File: config.mk
export PLATFORM = sky130hd
export DESIGN_NAME = dp_sync_ram_flat
export DESIGN_NICKNAME = d
export VERILOG_FILES = /design/src/rtl/dp_sync_ram_if.sv /design/src/rtl/dp_sync_ram.sv /design/src/flat_wrapper.sv
export SDC_FILE = /design/constraint.sdc
export NUM_CORES = 1
export LEC_CHECK = 0
export ABC_AREA = 1
export BUFFER_PORTS_ARGS = -buffer_cell sky130_fd_sc_hd__buf_4
export CELL_PAD_IN_SITES_DETAIL_PLACEMENT = 2
export CELL_PAD_IN_SITES_GLOBAL_PLACEMENT = 2
export CORE_MARGIN = 1.5
export CORE_UTILIZATION = 40
export DETAILED_ROUTE_END_ITERATION = 8
export PLACE_DENSITY_LB_ADDON = 0.3
export SLEW_MARGIN = 10
export SYNTH_ARGS = -nofsm -noshare
export SYNTH_HDL_FRONTEND = slang
export SYNTH_SLANG_ARGS = --single-unit
File: constraint.sdc
create_clock -name clk -period 5.5 [get_ports clk]
set_input_delay 1.1 -clock clk [delete_from_list [all_inputs] [get_ports clk]]
set_output_delay 1.1 -clock clk [all_outputs]
set_load 0.01 [all_outputs]
File: src/rtl/dp_sync_ram_if.sv
// Bus bundle for dp_sync_ram: two access ports plus status flags.
interface dp_sync_ram_if #(
  parameter int unsigned DATA_W = 8,
  parameter int unsigned ADDR_W = 4
);
  logic              en_a;
  logic              we_a;
  logic [ADDR_W-1:0] addr_a;
  logic [DATA_W-1:0] din_a;
  logic [DATA_W-1:0] dout_a;
  logic              vld_a;

  logic              en_b;
  logic              we_b;
  logic [ADDR_W-1:0] addr_b;
  logic [DATA_W-1:0] din_b;
  logic [DATA_W-1:0] dout_b;
  logic              vld_b;

  logic              busy;
  logic              coll;

  modport master (
    output en_a, we_a, addr_a, din_a,
    output en_b, we_b, addr_b, din_b,
    input  dout_a, vld_a, dout_b, vld_b, busy, coll
  );

  modport slave (
    input  en_a, we_a, addr_a, din_a,
    input  en_b, we_b, addr_b, din_b,
    output dout_a, vld_a, dout_b, vld_b, busy, coll
  );
endinterface

File: src/rtl/dp_sync_ram.sv
// True dual-port synchronous RAM with post-reset clear sequence, selectable
// same-port read-during-write behaviour and optional output register.
module dp_sync_ram #(
  parameter int unsigned DATA_W  = 8,
  parameter int unsigned ADDR_W  = 4,
  parameter int unsigned RD_MODE = 0,
  parameter int unsigned OUT_REG = 0
) (
  input  logic         clk,
  input  logic         rst,
  dp_sync_ram_if.slave bus
);

  localparam int unsigned DEPTH = 2 ** ADDR_W;

  typedef enum logic {StClear, StRun} state_e;

  state_e            state_q, state_d;
  logic [ADDR_W-1:0] clr_cnt_q, clr_cnt_d;

  logic [DATA_W-1:0] mem [DEPTH];

  logic              run;
  logic              acc_a, acc_b;
  logic              wr_a, wr_b;
  logic              same_addr;
  logic [DATA_W-1:0] rd_a, rd_b;

  logic              vld1_a_q, vld1_b_q;
  logic [DATA_W-1:0] rd1_a_q, rd1_b_q;
  logic              coll_q;

  // Next-state: walk the clear counter through every address, then run forever.
  always_comb begin
    state_d   = state_q;
    clr_cnt_d = clr_cnt_q;
    unique case (state_q)
      StClear: begin
        clr_cnt_d = clr_cnt_q + 1'b1;
        if (clr_cnt_q == {ADDR_W{1'b1}}) begin
          state_d = StRun;
        end
      end
      StRun:   state_d = StRun;
      default: state_d = StClear;
    endcase
  end

  // State register and clear counter.
  always_ff @(posedge clk or negedge rst) begin
    if (!rst) begin
      state_q   <= StClear;
      clr_cnt_q <= '0;
    end else begin
      state_q   <= state_d;
      clr_cnt_q <= clr_cnt_d;
    end
  end

  assign run       = (state_q == StRun);
  assign acc_a     = run & bus.en_a;
  assign acc_b     = run & bus.en_b;
  assign wr_a      = acc_a & bus.we_a;
  assign wr_b      = acc_b & bus.we_b;
  assign same_addr = (bus.addr_a == bus.addr_b);

  // Array reads return the pre-edge word, so cross-port reads always see old data;
  // only a same-port write in write-first mode forwards the incoming data.
  assign rd_a = (RD_MODE != 0 && wr_a) ? bus.din_a : mem[bus.addr_a];
  assign rd_b = (RD_MODE != 0 && wr_b) ? bus.din_b : mem[bus.addr_b];

  // Storage: zero-fill during clear; in run port A wins a same-address collision.
  always_ff @(posedge clk) begin
    if (!run) begin
      mem[clr_cnt_q] <= '0;
    end else begin
      if (wr_b && !(wr_a && same_addr)) begin
        mem[bus.addr_b] <= bus.din_b;
      end
      if (wr_a) begin
        mem[bus.addr_a] <= bus.din_a;
      end
    end
  end

  // First read stage: data only loads on an access so it holds between reads.
  always_ff @(posedge clk or negedge rst) begin
    if (!rst) begin
      vld1_a_q <= 1'b0;
      vld1_b_q <= 1'b0;
      rd1_a_q  <= '0;
      rd1_b_q  <= '0;
      coll_q   <= 1'b0;
    end else begin
      vld1_a_q <= acc_a;
      vld1_b_q <= acc_b;
      if (acc_a) rd1_a_q <= rd_a;
      if (acc_b) rd1_b_q <= rd_b;
      coll_q   <= wr_a & wr_b & same_addr;
    end
  end

  generate
    if (OUT_REG != 0) begin : g_out_reg
      logic              vld2_a_q, vld2_b_q;
      logic [DATA_W-1:0] rd2_a_q, rd2_b_q;

      // Optional second stage, same hold-on-idle behaviour as the first.
      always_ff @(posedge clk or negedge rst) begin
        if (!rst) begin
          vld2_a_q <= 1'b0;
          vld2_b_q <= 1'b0;
          rd2_a_q  <= '0;
          rd2_b_q  <= '0;
        end else begin
          vld2_a_q <= vld1_a_q;
          vld2_b_q <= vld1_b_q;
          if (vld1_a_q) rd2_a_q <= rd1_a_q;
          if (vld1_b_q) rd2_b_q <= rd1_b_q;
        end
      end

      assign bus.dout_a = rd2_a_q;
      assign bus.vld_a  = vld2_a_q;
      assign bus.dout_b = rd2_b_q;
      assign bus.vld_b  = vld2_b_q;
    end else begin : g_no_out_reg
      assign bus.dout_a = rd1_a_q;
      assign bus.vld_a  = vld1_a_q;
      assign bus.dout_b = rd1_b_q;
      assign bus.vld_b  = vld1_b_q;
    end
  endgenerate

  assign bus.busy = ~run;
  assign bus.coll = coll_q;

endmodule

File: src/flat_wrapper.sv
// flat-port wrapper written by rule: the top's interface ports become plain ports
module dp_sync_ram_flat 
#(
  parameter int unsigned DATA_W  = 8,
  parameter int unsigned ADDR_W  = 4,
  parameter int unsigned RD_MODE = 0,
  parameter int unsigned OUT_REG = 0
)
  (clk, rst, bus_en_a, bus_we_a, bus_addr_a, bus_din_a, bus_en_b, bus_we_b, bus_addr_b, bus_din_b, bus_dout_a, bus_vld_a, bus_dout_b, bus_vld_b, bus_busy, bus_coll);
  dp_sync_ram_if #(.DATA_W(DATA_W), .ADDR_W(ADDR_W)) bus_i ();
  input  logic clk;
  input  logic rst;
  input wire logic [$bits(bus_i.en_a)-1:0] bus_en_a;
  input wire logic [$bits(bus_i.we_a)-1:0] bus_we_a;
  input wire logic [$bits(bus_i.addr_a)-1:0] bus_addr_a;
  input wire logic [$bits(bus_i.din_a)-1:0] bus_din_a;
  input wire logic [$bits(bus_i.en_b)-1:0] bus_en_b;
  input wire logic [$bits(bus_i.we_b)-1:0] bus_we_b;
  input wire logic [$bits(bus_i.addr_b)-1:0] bus_addr_b;
  input wire logic [$bits(bus_i.din_b)-1:0] bus_din_b;
  output wire logic [$bits(bus_i.dout_a)-1:0] bus_dout_a;
  output wire logic [$bits(bus_i.vld_a)-1:0] bus_vld_a;
  output wire logic [$bits(bus_i.dout_b)-1:0] bus_dout_b;
  output wire logic [$bits(bus_i.vld_b)-1:0] bus_vld_b;
  output wire logic [$bits(bus_i.busy)-1:0] bus_busy;
  output wire logic [$bits(bus_i.coll)-1:0] bus_coll;
  assign bus_i.en_a = bus_en_a;
  assign bus_i.we_a = bus_we_a;
  assign bus_i.addr_a = bus_addr_a;
  assign bus_i.din_a = bus_din_a;
  assign bus_i.en_b = bus_en_b;
  assign bus_i.we_b = bus_we_b;
  assign bus_i.addr_b = bus_addr_b;
  assign bus_i.din_b = bus_din_b;
  assign bus_dout_a = bus_i.dout_a;
  assign bus_vld_a = bus_i.vld_a;
  assign bus_dout_b = bus_i.dout_b;
  assign bus_vld_b = bus_i.vld_b;
  assign bus_busy = bus_i.busy;
  assign bus_coll = bus_i.coll;
  dp_sync_ram #(.DATA_W(DATA_W), .ADDR_W(ADDR_W), .RD_MODE(RD_MODE), .OUT_REG(OUT_REG)) u_core (.clk(clk), .rst(rst), .bus(bus_i));
endmodule
# Yosys cells after proc, flatten, opt, wreduce, memory -nomap -nowiden
# Memories as Yosys holds them, arrays and structs flattened. A register that Yosys moved wholly into a read port is not among the register bits.
# Index checks and enable logic that the tools add are counted.
# Widths: inputs -> output; s select.
# op_classes
n_bitwise	7
n_addsub	1
n_mux	12
n_eq_ne	2
reduce_logical	6
# op_table
op	n
$mux 1	9
$mux 8	1
$reduce_or 8->1	1
$and 1x1->1	6
$add 4x1->4 const B	1
$eq 4x4->1	1
$eq 4x4->1 const B	1
$mux 4	1
$logic_not 1->1	3
$logic_and 1x1->1	2
$pmux 1 s2	1
$not 1->1	1
# word_totals
ram_bits	128
inputBits	30
wordCells	34
ff_bits	8
output_inout_bits	20
memories	1
# mem_list
name	words	word_bits	read_ports	rd_ports_with_merged_regs	wr	line_no	source
u_core.mem	16	8	2	2	2	dp_sync_ram.sv:21	logic [DATA_W-1:0] mem [DEPTH];

# Depth between registers and ports, before layout
# logic_depth
word_depth	10
ltp_mapped	13
ltp_nobuf	11

# Worst setup path before layout
# Ideal clock, no wire load.
# synth_path
kind	in2reg
start	input port bus_addr_b[2]
end	memory u_core.mem[12][0] (enable)
required_ps	5125
path_stages	12
setup_ps	375
arrival_time_ps	2620
slack_ps	2505
n_path_buf	2
path_cell_list	buf_4 inv_2 nand2_1 nand2_1 nor2_1 nand3_2 nand2_4 buf_8 nand2_1 nand2_1 nand3_1 o21bai_1
# synth_lines
element	line_no	source
start, declared	flat_wrapper.sv:19	input wire logic [$bits(bus_i.addr_b)-1:0] bus_addr_b;
end, declared	dp_sync_ram.sv:21	

==> impl_metrics.json <==
{
  "status": "finished, final reports clean",
  "wl_um": 37600,
  "ys.flop_type": "edfxtp_1",
  "firstDrtPassIters": 6,
  "finalHoldViolations": 0,
  "fp.dieW_um": 150,
  "synth_cells": 1027,
  "via_per_inst": 6.34,
  "dieArea_um2": 22500,
  "wl_met1_um": 15600,
  "grt_max_degree": 68,
  "n_antenna_cell": 0,
  "cpMostUsedCell": "nand2_1",
  "final_cell_mix": "nand2_1 (289), o21ai_0 (161), edfxtp_1 (128)",
  "setup_violations": 0,
  "crit_fanout": 67,
  "ios": 50,
  "cts_sinks": 152,
  "setup_tns_ns": 0,
  "tightest_slew_ns": 1.11,
  "grt_pass1_vias": 8846,
  "synth_edf_count": 128,
  "reg2regPathDepth": 8,
  "ant_nets": 0,
  "peakVddDrop_mv": 0.198,
  "synth_warnings": 0,
  "critPathCaptureType": "register",
  "num-fill-cells": 2343,
  "synth_cell_types": 29,
  "async_flop_share": 0.158,
  "post-cts-setup-buffer-count": 0,
  "p_per_area_nw_per_um2": 288,
  "critical-path-top-delay-family": "simple AND/OR/NAND/NOR gates",
  "fp-row-count": 53,
  "crit_chain": "buf_4, inv_2, nand2_1, nand2_1, nor2_1, nand3_2, nand2_4, nand2_1, nand2_1, nand3_1, o21bai_1",
  "finish.utilization": 0.461,
  "die_h_um": 150,
  "ys_seq_elements": 152,
  "syn_nets": 1058,
  "path_depth": 11,
  "grt_setup_unrepaired": "no",
  "top_layer": "met4",
  "maxCapViolCount": 0,
  "place_congestion": 0.925,
  "antenna_found_initial": 0,
  "clk_pin_slew_ns": 0.07,
  "synth_area_per_cell_um2": 8.42,
  "drive_gt1_frac": 0.109,
  "worst-path-buf-inv": 2,
  "cts_resized": 0,
  "cts_buffers": 17,
  "wire_per_inst_um": 28.5,
  "synth-seq-area-share": 0.514,
  "grt_pass1_wl_um": 55800,
  "leakage_nw": 3.95,
  "start_util": 0.410,
  "slew_violations": 0,
  "cts_root_buffer": "clkbuf_16",
  "crit_type": "input port to register",
  "wl_met2_um": 18200,
  "cts_tree": "yes",
  "hold_depth": 2,
  "min_period_over_period": 0.686,
  "slew_headroom": 0.256,
  "clock_path_buffers": 2,
  "netlist_area_um2": 8650,
  "worstSetupStartpointType": "input port",
  "hp-class": "register to register",
  "timing.fmax_mhz": 265,
  "nNetsFinal": 1063,
  "period_minus_slack_ns": 3.77,
  "core_um2": 21100,
  "dp_hpwl_um": 24900,
  "drc": 0,
  "ctsHoldBuffers": 0,
  "slowest_stage": "o21bai_1",
  "layout_commonest_cell": "nand2_1",
  "portBuffers": 49,
  "clock_latency_ns": 0.44,
  "wl_met3_um": 2540,
  "first_iter_violations": 880,
  "required_ns": 5.57,
  "globalRouteTotalUtil": 0.345,
  "slowest_delay_ns": 0.72,
  "overflow": 0,
  "fin_worst_skew_ns": 0.0137,
  "critPathArrivalTime_ns": 3.84,
  "cts_max_level": 4,
  "area_growth_pct": 12.4,
  "num_vias": 8364
}
-- cells in the mapped netlist, types with 2 or more instances --
master / number / share of area
nand2_1: 289 / 0.13
o21ai_0: 161 / 0.093
edfxtp_1: 128 / 0.44
nor2_1: 115 / 0.050
a22oi_1: 64 / 0.056
clkbuf_1: 60 / 0.026
o21bai_1: 40 / 0.035
inv_1: 38 / 0.016
nand3_1: 36 / 0.021
o221ai_1: 32 / 0.032
dfrtp_1: 24 / 0.069
buf_2: 10 / 0.0058
clkinv_1: 4 / 0.0017
inv_2: 4 / 0.0017
nor2_4: 3 / 0.0039
nand2_2: 2 / 0.0014
nand3_2: 2 / 0.0023
nor3_2: 2 / 0.0023
xnor2_1: 2 / 0.0020
xor2_1: 2 / 0.0020
-- per-stage QoR --
| stage | instance area [um^2] | worst slack [ns] | cells | hold WS [ns] | power, mW |
|---|---|---|---|---|---|
| after floorplan | 8650 | 2.51 | 1027 | 0.491 | 1.49 |
| after detailed placement | 9160 | 1.46 | 1288 | 0.473 | 1.63 |
| final | 9720 | 1.73 | 1320 | 0.493 | 2.81 |
| after global placement | 9160 | 1.64 | 1288 | 0.465 | 1.62 |
| after CTS | 9720 | 1.80 | 1320 | 0.499 | 2.80 |
| after global routing | 9720 | 1.57 | 1320 | 0.524 | 2.87 |
-- state kept, by name, summed over array words and instances, names as in the netlist --
register / cells
u_core.mem: 128
u_core.bus.dout_a: 8
u_core.bus.dout_b: 8
u_core.clr_cnt_q: 4
u_core.bus.coll: 1
u_core.bus.vld_a: 1
u_core.bus.vld_b: 1
u_core.run: 1
-- layer usage --
metal | up-vias | track usage
met5 | - | 0
met4 | 0 | 0.137
met3 | 83 | 0.0598
met2 | 371 | 0.572
met1 | 4309 | 0.448
li1 | 3601 | -
-- worst paths after layout --
| path | start | slack [ns] | endpoint |
|---|---|---|---|
| hold reg to reg | u_core.bus.dout_b[4] | 0.49 | u_core.bus.dout_b[4] |
| setup / recovery | bus_addr_b[0] | 1.73 | u_core.mem[14][2] |
| min in group asynchronous | rst | 0.55 | u_core.bus.dout_b[4] |
| setup reg to reg | u_core.run | 2.42 | u_core.mem[14][2] |
| max in group asynchronous | rst | 4.72 | u_core.bus.vld_b |
| hold / removal | u_core.bus.dout_b[4] | 0.49 | u_core.bus.dout_b[4] |
-- area by class of cell --
class / instances / area, um^2 / share of cell area
clock buffers: 17 / 425 / 0.0437
clock inverters: 15 / 141 / 0.0145
inverters: 46 / 173 / 0.0178
multi-input cells: 756 / 3750 / 0.386
flip-flops and latches: 152 / 4440 / 0.457
well taps: 275 / 344 / 0.0354
repair buffers: 59 / 443 / 0.0455
-- tightest hold or removal path, stage by stage, from the launching register on --
cell and delay, ns:
dfrtp_1 0.34, nand2_1 0.06, nand2_1 0.06
-- logic make-up after synthesis --
logic type,Yosys count,share of synthesized area
AND/OR/NAND/NOR,454,0.210
AO/OA/AOI/OAI,297,0.216
flip-flops,152,0.514
buffers and inverters,119,0.0548
XOR/XNOR,4,0.00405
adder cells (fa/ha/maj),1,0.00145
-- where the power goes --
group          switching (mW)  internal, mW  leakage (nW)
logic                   0.249        0.0980          1.99
registers             0.00942          1.27          1.69
clock network           0.550         0.632         0.268
total                   0.808          2.00          3.95
Power figures use the tool's default switching activity.
